--- src/rtl/riscv_ctrl_fsm.sv ---
// Multi-cycle FETCH/DECODE/EXEC/MEM/WB sequencer for the RV32I core, with a trap state for bad instructions.
// Optional retired-instruction counter enabled by defining RISCV_CTRL_INSTRET_EN.
module riscv_ctrl_fsm #(
  parameter int WORD_LENGTH = 32
) (
  input  logic                   i_clk,
  input  logic                   i_rst_n,
  input  logic                   i_run,
  output logic                   o_imem_req,
  input  logic                   i_imem_ack,
  output logic                   o_ir_we,
  input  logic                   i_inst_valid,
  input  logic                   i_is_load,
  input  logic                   i_is_store,
  input  logic                   i_rf_wen_i,
  output logic                   o_dmem_req,
  output logic                   o_dmem_we,
  input  logic                   i_dmem_ack,
  output logic                   o_rf_we,
  output logic                   o_pc_we,
  output logic                   o_halt,
  output logic [2:0]             o_state,
  output logic [WORD_LENGTH-1:0] o_instret
);

  typedef enum logic [2:0] {
    ST_FETCH  = 3'd0,
    ST_DECODE = 3'd1,
    ST_EXEC   = 3'd2,
    ST_MEM    = 3'd3,
    ST_WB     = 3'd4,
    ST_TRAP   = 3'd5
  } state_t;

  state_t r_state;
  logic   r_req_held;
  logic   r_mem_store;
  logic   r_mem_load;

  logic w_imem_req;
  logic w_ir_we;
  logic w_dmem_req;
  logic w_dmem_we;
  logic w_rf_we;
  logic w_pc_we;
  logic w_halt;

  // State register plus the latched fetch-outstanding and memory-direction flags.
  always_ff @(posedge i_clk or negedge i_rst_n) begin
    if (!i_rst_n) begin
      r_state     <= ST_FETCH;
      r_req_held  <= 1'b0;
      r_mem_store <= 1'b0;
      r_mem_load  <= 1'b0;
    end else begin
      case (r_state)
        ST_FETCH: begin
          if (w_imem_req && i_imem_ack) begin
            r_state    <= ST_DECODE;
            r_req_held <= 1'b0;
          end else begin
            r_state    <= ST_FETCH;
            r_req_held <= w_imem_req;
          end
        end
        ST_DECODE: begin
          if (!i_inst_valid) begin
            r_state <= ST_TRAP;
          end else begin
            r_state <= ST_EXEC;
          end
        end
        ST_EXEC: begin
          // Direction is frozen here so dmem_we stays stable for the whole access; a store beats a load.
          r_mem_store <= i_is_store;
          r_mem_load  <= i_is_load & ~i_is_store;
          if (i_is_load || i_is_store) begin
            r_state <= ST_MEM;
          end else begin
            r_state <= ST_WB;
          end
        end
        ST_MEM: begin
          if (i_dmem_ack) begin
            if (r_mem_store) begin
              r_state <= ST_FETCH;
            end else begin
              r_state <= ST_WB;
            end
          end else begin
            r_state <= ST_MEM;
          end
        end
        ST_WB: begin
          r_state <= ST_FETCH;
        end
        ST_TRAP: begin
          r_state <= ST_TRAP;
        end
        default: begin
          r_state <= ST_TRAP;
        end
      endcase
    end
  end

  // Moore output decode; only ir_we and the store retirement strobe look at an ack.
  always_comb begin
    w_imem_req = 1'b0;
    w_ir_we    = 1'b0;
    w_dmem_req = 1'b0;
    w_dmem_we  = 1'b0;
    w_rf_we    = 1'b0;
    w_pc_we    = 1'b0;
    w_halt     = 1'b0;
    case (r_state)
      ST_FETCH: begin
        // Gated by rst_n so the request drops in the same cycle reset asserts.
        w_imem_req = i_rst_n & (i_run | r_req_held);
        w_ir_we    = w_imem_req & i_imem_ack;
      end
      ST_DECODE: begin
        w_halt = 1'b0;
      end
      ST_EXEC: begin
        w_halt = 1'b0;
      end
      ST_MEM: begin
        w_dmem_req = 1'b1;
        w_dmem_we  = r_mem_store;
        w_pc_we    = r_mem_store & i_dmem_ack;
      end
      ST_WB: begin
        w_rf_we = i_rf_wen_i | r_mem_load;
        w_pc_we = 1'b1;
      end
      ST_TRAP: begin
        w_halt = 1'b1;
      end
      default: begin
        w_halt = 1'b0;
      end
    endcase
  end

  assign o_imem_req = w_imem_req;
  assign o_ir_we    = w_ir_we;
  assign o_dmem_req = w_dmem_req;
  assign o_dmem_we  = w_dmem_we;
  assign o_rf_we    = w_rf_we;
  assign o_pc_we    = w_pc_we;
  assign o_halt     = w_halt;
  assign o_state    = r_state;

`ifdef RISCV_CTRL_INSTRET_EN
  logic [WORD_LENGTH-1:0] r_instret;

  // Retirement counter; wraps naturally and holds in TRAP because pc_we is never raised there.
  always_ff @(posedge i_clk or negedge i_rst_n) begin
    if (!i_rst_n) begin
      r_instret <= {WORD_LENGTH{1'b0}};
    end else if (w_pc_we) begin
      r_instret <= r_instret + {{(WORD_LENGTH-1){1'b0}}, 1'b1};
    end else begin
      r_instret <= r_instret;
    end
  end

  assign o_instret = r_instret;
`else
  assign o_instret = {WORD_LENGTH{1'b0}};
`endif

endmodule

--- config.mk ---
export PLATFORM = sky130hd
export DESIGN_NAME = riscv_ctrl_fsm
export DESIGN_NICKNAME = d
export VERILOG_FILES = /design/src/rtl/riscv_ctrl_fsm.sv
export SDC_FILE = /design/constraint.sdc
export NUM_CORES = 1
export LEC_CHECK = 0
export CAP_MARGIN = 10
export CORE_AREA = 2 2 50 52
export DETAILED_ROUTE_END_ITERATION = 8
export DIE_AREA = 0 0 52 54
export PLACE_DENSITY_LB_ADDON = 0.2
export SETUP_SLACK_MARGIN = 0.5
export SYNTH_ARGS = -nofsm -noshare
export SYNTH_HDL_FRONTEND = slang
export SYNTH_SLANG_ARGS = --single-unit
--- constraint.sdc ---
create_clock -name i_clk -period 1.05 [get_ports i_clk]
set_input_delay 0.1575 -clock i_clk [delete_from_list [all_inputs] [get_ports i_clk]]
set_output_delay 0.1575 -clock i_clk [all_outputs]
set_load 0.05 [all_outputs]
Word level (Yosys, flattened, before mapping). Index checks and enable logic that the tools add are counted.

Flip-flop bits (word level): 6. Input bits: 9. Output and inout bits: 42. Logic and storage cells: 33.

Equality and inequality tests: 5. Multiplexer cells: 14. Bitwise logic cells: 7. Reductions and logical operators: 3.

Operator list (count): case mux 3 bit (5 select lines) (1); two-way mux 3 bit (4); two-way mux 1 bit (8); == test 3 x 2 -> 1 bit, second input constant (2); == test 3 bit, second input constant (2); bitwise AND 1 bit (4); == test 3 x 1 -> 1 bit, second input constant (1); logical NOT 3 bit (1); OR 1 bit (2); case mux 1 bit (2 select lines) (1); logical AND 1 bit (1); logical OR 1 bit (1); inverter 1 bit (1).

Longest topological paths before layout.
Word-level depth: 6. Gate-level depth with buffers: 4.

Worst setup path after synthesis. No wires, ideal clock.

Path type: flip-flop to output port. From: register r_state[0], in the netlist o_state[0]. To: output port o_pc_we. Arrival time: 2.050 ns. Slack: -1.157 ns. Stages on the path, launching flop included: 4. Cell sequence: dfrtp_1 -> buf_6 -> nand3_1 -> o21ai_0.

Longest elaborated chain between the ends: 2.

Ends and longest elaborated chain: from (decl) (line 35) `state_t r_state;`; from (signal assigned) (line 51) `r_state <= ST_FETCH;`; from (signal assigned) (line 59) `r_state <= ST_DECODE;`; from (signal assigned) (line 62) `r_state <= ST_FETCH;`; == test 3 bit / == test 3 x 2 -> 1 bit (equally long branches) (line 116) `case (r_state)`; case mux 1 bit (2 select lines) (*) (line 116); to (decl) (line 20) `output logic o_pc_we,`.

Every way passes the cells marked *; elsewhere a longest branch is shown, timed or not.

Final worst setup path.
From: register r_state[0], in the netlist o_state[0]. To: output port o_ir_we.

Longest elaborated chain between the ends: 2.

Ends and longest elaborated chain: logical NOT 3 bit (line 116); two-way mux 1 bit (line 116); to (decl) (line 11) `output logic o_ir_we,`.

No other way between the ends.

==> reports/results.ini <==
[floorplanning]
rows = 18
initial_core_util_pct = 26.91
ios = 51
dieArea_um2 = 2808
die_h_um = 54
die_w_um = 52
core-area_um2 = 2320

[placement]
dpl_worst_slack_ps = -250.8
port_buffers = 18
dp_hpwl_um = 1078
post_dp_cell_area_um2 = 1012
gp_congestion = 0.7203

[cells_and_area]
mostFrequentLayoutCells = conb_1 (32), buf_4 (20), buf_12 (10)
layout_commonest_cell = conb_1
final_nets = 126
diodes = 0
syn_to_final_growth_pct = 78.76
fillers = 234
final_area_um2 = 1116
final_layout_size_suffix_gt1_share_pct = 51.72

[clock_network]
numCtsBuffers = 3
h-tree-depth = 1
worstSkewPairLatency_ps = 240
cts_tree = done
cts_num_sinks = 6
root_buffer = clkbuf_4
cts_hold_buf = 0
clockBufferDepth = 2
cts.reportedPaths.clkPinSlew_ps = 50

[global_route]
grt_max_degree = 8
met1_usage_pct = 10.68
groute.layer.met2.usage_pct = 18.78
grt_usage_pct = 10.65
grt_antenna_before_repair = 0
grt.overflow.total = 0
grt_pass1_wl_um = 2180
met3_usage_pct = 3.333
grt.busiest_layer = met2
grt_pass1_vias = 518

[sta]
max_freq_mhz = 656.4
slew_violations = 0
clock-skew-final_ps = 7.441
min_period_ps = 1524
period_share_pct = 145.1
hold_viol = 0
grt_setup_unrepaired = yes
setup_viol = 16
fin_ws_ps = -473.5

[critical_path]
r2r_end = r_mem_store$_DFFE_PN0N_
worstPathMaxFanout = 5
cp-startpoint = o_state[0]$_DFF_PN0_
worstSetupEndpoint = o_ir_we
worst_ep_required_time_ps = 890
rrSetupSlack_ps = -350
end_kind = primary output
worstSetupStartpointType = register
r2r_start = o_state[1]$_DFF_PN0_
path_class = register to primary output
worstRegToRegCells = 6
cp.arrival_ps = 1370

[yosys]
synth_area_um2 = 624.3
syn-instance-count = 72
syn_area_per_cell_um2 = 8.672
synth_seq_cells = 6
ys_seq_area_share_pct = 24.05
ys_top_cells_by_area = buf_4 (38%), dfrtp_1 (24%), o211ai_2 (4.0%), nor2_1 (3.0%), inv_1 (2.4%)
yosys.area.top_type_share_pct = 38.48
synth_area_leader_cell = buf_4
ys_types = 25
yosys_warnings = 0

[pwr]
p_leak_nw = 0.5356
powerDensity_nw_per_um2 = 2962
irDropWorstVdd_mv = 1.431

[drt]
dr.pass1.iters = 4
postRouteAntennaNets = 0
drt_wl_total_um = 1325
wire_per_inst_um = 9.075
first_iter_violations = 4
num_vias = 534
drc = 0
viasPerCell = 3.658

[outcome]
status = complete, but fails checks
violations = negative setup slack

[min_path]
hp-class = input port to async pin

[job]
cap_violations = 0

==> flip-flops by register name, summed over array words and instances, names as in the netlist <==
name / flops
r_req_held: 1
r_mem_store: 1
o_state: 3
r_mem_load: 1
==> through the flow <==
stage	hold WS [ps]	setup TNS [ps]	instances	power [W]	utilization, %
finish	296.0	-4785	146	0.003305	48.11
global route	302.6	-5755	146	0.003510	48.11
CTS	297.7	-4753	145	0.003281	47.14
detailed placement	510.6	-2332	137	0.002856	43.64
global placement	512.6	-2289	137	0.002847	43.64
floorplan	-138.1	-2416	103	0.001894	-
==> cells in the mapped netlist (all sizes together) <==
cell type,count
o22ai,2
o21ai,3
buf,33
nand4bb,1
nand2b,1
nand2,3
nand3,1
o32a,1
and3b,1
nor2,6
dfrtp,6
nor3,1
and2,1
mux2,1
and2b,1
o311ai,1
inv,4
o41ai,1
o211ai,2
and3,1
conb,1
==> kinds of logic (layout without fill, tap and decap cells) <==
logic type             count (synthesis)  after routing  share of synthesized area, %
buffers and inverters                 37             50                         42.68
and+or+nand+nor                       17             17                         17.44
AOI/OAI and AO/OA                     10             10                         12.82
DFF                                    6              6                         24.05
other                                  1             32                        0.6006
muxes                                  1              1                         2.404
==> worst min-delay path by stage <==
stage	from	to	slack (ps)	depth (start not counted)
after floorplan	i_rst_n	o_state[0]$_DFF_PN0_	-140	0
after global placement	r_mem_load$_DFFE_PN0N_	r_mem_load$_DFFE_PN0N_	510	2
after detailed placement	r_mem_load$_DFFE_PN0N_	r_mem_load$_DFFE_PN0N_	510	2
after CTS	i_rst_n	r_req_held$_DFFE_PN0P_	300	2
after global routing	i_rst_n	o_state[1]$_DFF_PN0_	300	2
final	i_rst_n	o_state[1]$_DFF_PN0_	300	2
==> repair_timing <==
action                                  CTS  global route
hold endpoints to repair                  0             0
resized for setup                         7             4
buffers inserted                          4             1
endpoints found under the setup margin   16            16
pin swaps                                 1             1
==> final cells by class <==
type,instances,area (um2),area share [%]
timing repair buffer,42,475.5,42.60
multi-input combinational,60,402.9,36.10
sequential,6,156.4,14.01
tap,30,37.54,3.363
clock buffer,4,26.28,2.354
inverter,4,17.52,1.570
==> where the power goes <==
| group | internal, W | total [W] | switching (W) |
|---|---|---|---|
| Combinational | 0.00126 | 0.00257 | 0.00131 |
| Clock | 0.000144 | 0.000223 | 0.0000795 |
| Sequential | 0.000359 | 0.000513 | 0.000154 |
==> critical path: stages, from the launching register on <==
cell	delay (ps)
dfrtp_2	440
nor3_4	250
o211ai_4	140
nor2_4	150
buf_12	140
==> per-layer routing <==
| metal | wire length [um] | share of wire [%] |
|---|---|---|
| met5 | 0 | 0 |
| met4 | 17 | 1.3 |
| met3 | 160 | 12 |
| met2 | 694 | 52 |
| met1 | 453 | 34 |
Power figures use the tool's default switching activity.
